## src/rtl/alu_seq.sv

```systemverilog
// ---------------------------------------------------------------------------
// alu_seq -- sequential, handshaked ALU sitting between issue and writeback.
//
// Single-cycle ops produce a registered result one cycle after acceptance.
// With ALU_MUL_EN defined, opcode 11 (MUL) runs an iterative shift-and-add
// multiplier and back-pressures issue through in_ready while it works.
// Without ALU_MUL_EN, opcode 11 behaves like the other unused opcodes
// (result 0, carry 0, one-cycle latency).
//
// Parameters:
//   N   operand/result width (power of two, >= 2)
//   SW  shift-amount width, taken from op_b[SW-1:0]
// Ports:
//   clk        rising-edge clock
//   rst        synchronous active-high reset
//   in_valid   operation presented by issue
//   in_ready   block accepts an operation this cycle
//   opcode     operation select (0..15)
//   op_a/op_b  operands, sampled only at acceptance
//   out_valid  result and flags are valid
//   out_ready  writeback takes the result
//   out        registered result
//   carry      ADD carry-out / SUB borrow, 0 otherwise
//   zero       high when out == 0
// ---------------------------------------------------------------------------
module alu_seq #(
  parameter int N  = 32,
  parameter int SW = $clog2(N)
) (
  input  logic         clk,
  input  logic         rst,
  input  logic         in_valid,
  output logic         in_ready,
  input  logic [3:0]   opcode,
  input  logic [N-1:0] op_a,
  input  logic [N-1:0] op_b,
  output logic         out_valid,
  input  logic         out_ready,
  output logic [N-1:0] out,
  output logic         carry,
  output logic         zero
);

  typedef enum logic [1:0] {
    IDLE = 2'd0,
`ifdef ALU_MUL_EN
    BUSY = 2'd1,
`endif
    DONE = 2'd2
  } state_t;

  state_t state, state_next, start_state;

  logic [N-1:0] out_r;
  logic         carry_r;
  logic         accept;
  logic [N:0]   alu_res;

`ifdef ALU_MUL_EN
  localparam logic [3:0] OP_MUL = 4'd11;
  // Count must reach N (one extra BUSY cycle registers the accumulator).
  localparam int CW = $clog2(N + 1);

  logic [N-1:0]  mcand;
  logic [N-1:0]  mplier;
  logic [N-1:0]  acc;
  logic [CW-1:0] count;
  logic          is_mul;
  logic          mul_last;

  assign is_mul      = (opcode == OP_MUL);
  assign mul_last    = (count == CW'(N));
  assign start_state = is_mul ? BUSY : DONE;
`else
  assign start_state = DONE;
`endif

  // Single-cycle datapath: bit N carries the ADD carry-out / SUB borrow,
  // forced to 0 for every other opcode.
  function automatic logic [N:0] alu_op(input logic [3:0]   opc,
                                        input logic [N-1:0] a,
                                        input logic [N-1:0] b);
    logic [N:0]    r;
    logic [N-1:0]  sra;
    logic [SW-1:0] sh;
    sh  = b[SW-1:0];
    sra = $signed(a) >>> sh;
    case (opc)
      4'd0:    r = {1'b0, a} + {1'b0, b};
      4'd1:    r = {1'b0, a} - {1'b0, b};
      4'd2:    r = {{N{1'b0}}, (a < b)};
      4'd3:    r = {{N{1'b0}}, (a == b)};
      4'd4:    r = {1'b0, a | b};
      4'd5:    r = {1'b0, a & b};
      4'd6:    r = {1'b0, ~a};
      4'd7:    r = {1'b0, a ^ b};
      4'd8:    r = {1'b0, a << sh};
      4'd9:    r = {1'b0, a >> sh};
      4'd10:   r = {1'b0, sra};
      default: r = '0;
    endcase
    return r;
  endfunction

  assign alu_res = alu_op(opcode, op_a, op_b);
  assign accept  = in_valid & in_ready;

  // State register.
  always_ff @(posedge clk) begin
    if (rst) state <= IDLE;
    else     state <= state_next;
  end

  // Next-state logic; DONE chains straight into a new op when both
  // handshakes fire, so back-to-back single-cycle ops have no bubble.
  always_comb begin
    state_next = state;
    case (state)
      IDLE: if (in_valid) state_next = start_state;
`ifdef ALU_MUL_EN
      BUSY: if (mul_last) state_next = DONE;
`endif
      DONE: if (out_ready) state_next = in_valid ? start_state : IDLE;
      default: state_next = IDLE;
    endcase
  end

  // Handshake outputs depend only on state and out_ready.
  always_comb begin
    in_ready  = 1'b0;
    out_valid = 1'b0;
    case (state)
      IDLE: in_ready = 1'b1;
      DONE: begin
        out_valid = 1'b1;
        in_ready  = out_ready;
      end
      default: ;
    endcase
  end

  // Result/flag registers and, when enabled, the shift-and-add multiplier.
  always_ff @(posedge clk) begin
    if (rst) begin
      out_r   <= '0;
      carry_r <= 1'b0;
`ifdef ALU_MUL_EN
      mcand   <= '0;
      mplier  <= '0;
      acc     <= '0;
      count   <= '0;
`endif
    end else if (accept) begin
`ifdef ALU_MUL_EN
      if (is_mul) begin
        mcand  <= op_a;
        mplier <= op_b;
        acc    <= '0;
        count  <= '0;
      end else begin
        out_r   <= alu_res[N-1:0];
        carry_r <= alu_res[N];
      end
`else
      out_r   <= alu_res[N-1:0];
      carry_r <= alu_res[N];
`endif
    end
`ifdef ALU_MUL_EN
    else if (state == BUSY) begin
      if (mul_last) begin
        out_r   <= acc;
        carry_r <= 1'b0;
      end else begin
        if (mplier[0]) acc <= acc + mcand;
        mcand  <= mcand << 1;
        mplier <= mplier >> 1;
        count  <= count + 1'b1;
      end
    end
`endif
  end

  assign out   = out_r;
  assign carry = carry_r;
  assign zero  = (out_r == '0);

endmodule

```

## config.mk

```make
export PLATFORM = sky130hd
export DESIGN_NAME = alu_seq
export DESIGN_NICKNAME = d
export VERILOG_FILES = /design/src/rtl/alu_seq.sv
export SDC_FILE = /design/constraint.sdc
export NUM_CORES = 1
export LEC_CHECK = 0
export BUFFER_PORTS_ARGS = -buffer_cell sky130_fd_sc_hd__buf_4
export CAP_MARGIN = 30
export CORE_AREA = 2 2 154 156
export DETAILED_ROUTE_END_ITERATION = 6
export DIE_AREA = 0 0 156 158
export GPL_TIMING_DRIVEN = 0
export PLACE_DENSITY = 0.73
export REMOVE_ABC_BUFFERS = 1
export SLEW_MARGIN = 30
export SYNTH_ARGS = -nofsm -noshare
export SYNTH_HDL_FRONTEND = slang
export SYNTH_SLANG_ARGS = --single-unit
```

## constraint.sdc

```tcl
create_clock -name clk -period 3.51 [get_ports clk]
set_input_delay 0.351 -clock clk [delete_from_list [all_inputs] [get_ports clk]]
set_output_delay 0.351 -clock clk [all_outputs]
set_load 0.01 [all_outputs]
```

==> flow_summary_export.csv <==
group,metric,value,unit
run_status,run_status,"complete, but fails checks",
run_status,failed_checks,"design-rule violations",
clock_network,clk_path_buf_depth,2,
sta,setup_viol,0,
sta,rsz0062_at_grt,"true",
placement,placed_cell_area,11000,um^2
synthesis,synth_xor_area_share,0.771,%
synthesis,yosysUniqueCellTypes,85,
synthesis,synth.most_common_cell,"nor2_1",
clock_network,cts_sinks,34,
placement,placed_cells,1735,
placement,dp_slack,-1.13,ns
clock_network,htreeDepth,2,
sta,fin_crit,3.44,ns
worst_setup_path,critPathArrivalTime,3.56,ns
floorplanning,io_pins,108,
route,first_pass_iters,7,
route,avgViaCountPerCell,7.05,
floorplanning,die_height,158,um
floorplanning,coreArea,23100,um^2
run,cap_viol_max_count,0,
final_layout,seqCellArea,681,um^2
grt,antenna_found_initial,2,
worst_setup_path,crit_path_frequent_cell,"o211ai_1",
clock_network,cts_hold_buf,0,
sta,drv_slew,0,
synthesis,yosys.area.top_type_share,12.4,%
clock_network,cts_buffers,5,
synthesis,synthCells,1439,
worst_setup_path,reg2reg_depth,7,
power_and_ir_drop,power.leakage,4.82,nW
sta,worst_pin_slew,0.993,ns
synthesis,synth_top_family_by_area,"compound AO/OA/AOI/OAI gates",
power_and_ir_drop,total_power,2.77,mW
synthesis,ys_async_sr_fraction,0,%
worst_setup_path,path_buf_inv,2,
synthesis,synth_mux_area_share,17.5,%
clock_network,clk_pin_slew,0.06,ns
min_path,hp-class,"primary input to register",
route,routedWlPerCell,27.2,um
clock_network,cts_tree,"yes",
worst_setup_path,crit_fanout,58,
synthesis,synth_seq_cells,34,
synthesis,synth_top_area_cell,"ha_1",
floorplanning,rows,56,
floorplanning,start_util,44.4,%
synthesis,synthAdderAreaFrac,12.7,%
worst_setup_path,required,3.63,ns
worst_setup_path,crit_family,"compound AO/OA/AOI/OAI gates",
synthesis,synth_compound_area_share,35.1,%
sta,worst_slack,0.0689,ns
grt,track_usage,37.6,%
synthesis,yosysWarnings,0,
final_layout,fill_cells,2297,
synthesis,synthTopCellsByArea,"ha_1 12%, mux4_2 11%, dfxtp_1 6.7%",
final_layout,fin_cells,1750,
final_layout,area_growth,12.7,%
clock_network,cts-root-buf,"clkbuf_16",
floorplanning,dieArea,24600,um^2
grt,grt_pass1_vias,11200,
sta,maxSlewHeadroom,33.4,%
sta,timing.hold.ws,0.325,ns
worst_setup_path,path_class,"primary input to register",
worst_setup_path,path_cells,"buf_12, inv_8, ha_1, or4_4, a311oi_4, o211ai_1, a41oi_2, o211ai_1, a311o_1, o32ai_1, a221oi_1",
min_path,hold_path_depth,3,
synthesis,ys.flop_type,"dfxtp_1",
final_layout,num-nets-final,1633,
worst_setup_path,crit_slowest_cell,"or4_4",
worst_setup_path,slowest_delay,0.57,ns
sta,fin_crit_sh,98.0,%
final_layout,multi_input_area,8810,um^2
synthesis,ys_seq_area_share,6.65,%
placement,place_congestion,1.00,
placement,hpwl,35900,um
worst_setup_path,worst_setup_path_end_kind,"register",
synthesis,yosys.area_share.simple,18.9,%
route,drc,3,
sta,fmax,291,MHz
grt,grt.overflow.total,0,
route,dr_total_vias,12300,
grt,grt_pass1_wl,70300,um
synthesis,synth_edf_count,0,
final_layout,drive_gt1_share,16.9,%
route,drt-initial-drc-count,1875,
sta,hold_viol,0,
clock_network,clock_latency,0.29,ns
floorplanning,die_x,156,um
power_and_ir_drop,peakVddDrop,0.209,mV
synthesis,synth_area,10200,um^2
synthesis,synthTopCellsByCount,"158 x nor2_1, 130 x a21oi_1, 123 x nand2_1",
route,drtAntennaViolNets,0,
worst_setup_path,critPathLaunchType,"primary input",
synthesis,synth_area_per_cell,7.11,um^2
power_and_ir_drop,powerDensity,241,nW/um^2
grt,grt_max_degree,68,
placement,port_buffers,107,
final_layout,final_area,11500,um^2
sta,fin_skew,0.00453,ns
route,totalWireLength,47600,um
worst_setup_path,path_depth,11,
[flip-flops by register name, indices dropped and copies added, names as in the netlist]
register,flops
out,32
carry,1
state,1
[cell usage in the layout (no fill, tap or decap), types with 18 or more instances in the layout]
cell      instances
o22ai_1          28
mux2_2           19
a21oi_1         127
inv_1           106
ha_1             97
nand3_1          30
nor2_1          156
o21ai_0         106
a221oi_1         28
buf_4           108
nor4_1           18
mux2i_1          49
a21o_1           20
nor3_1           20
a211oi_1         22
o211ai_1         18
dfxtp_1          34
nand2_1         121
mux4_2           48
[per-layer routing]
layer | global-route usage (%) | vias up | share of wire [%]
li1 | - | 5461 | -
met1 | 51.8 | 5857 | 40
met2 | 57.1 | 878 | 43
met3 | 9.36 | 133 | 13
met4 | 12.7 | 2 | 3.9
met5 | 0 | - | 0.029
[tightest hold or removal path, cell delays in order]
cell	delay [ns]
buf_4	0.12
inv_1	0.04
a21oi_1	0.05
[worst paths after layout]
check	from	to	slack, ns
worst max-delay path	op_b[2]	out[27]	0.07
worst min-delay path	in_valid	state[1]	0.33
worst max register to register	state[1]	out[28]	0.57
worst min register to register	out[9]	out[9]	0.51
[through the flow]
stage               utilization (%)  setup TNS [ns]
CTS                            49.5               0
finish                         50.0               0
floorplan                         -               0
global route                   50.0         -0.0175
detailed placement             47.9          -19.25
global placement               47.5          -59.42
[area by class of cell]
cell class              instances  share of cell area (%)
inverters                     110                    3.81
well taps                     290                    3.15
diodes                          1                  0.0217
clock buffers                   5                    1.09
repair inverters                1                  0.0434
flip-flops and latches         34                    5.91
repair buffers                119                    8.92
clock inverters                 3                   0.597
multi-input cells            1187                    76.5
[cell families (layout without fill, tap and decap cells)]
kind of cell / count (synthesis) / after routing
mux: 116 / 116
flops: 34 / 34
other cells: 0 / 1
buf+inv: 218 / 238
fa+ha+maj: 103 / 103
xor+xnor: 9 / 9
simple gates: 426 / 426
compound gates: 533 / 533
[timing repair]
item,CTS,global route
buffers inserted,2,1
pin swaps,1,2
hold endpoints to repair,0,0
cloned,2,1
resized for setup,27,20
endpoints found under the setup margin,25,12
[report_power, final]
part           switching [mW]  internal, mW  total (mW)  leakage (nW)
registers              0.0344         0.409       0.444         0.277
logic                    1.09         0.630        1.72          4.45
clock network           0.195         0.409       0.603        0.0940
total                    1.32          1.45        2.77          4.82
(Power assumes the default switching activity.)
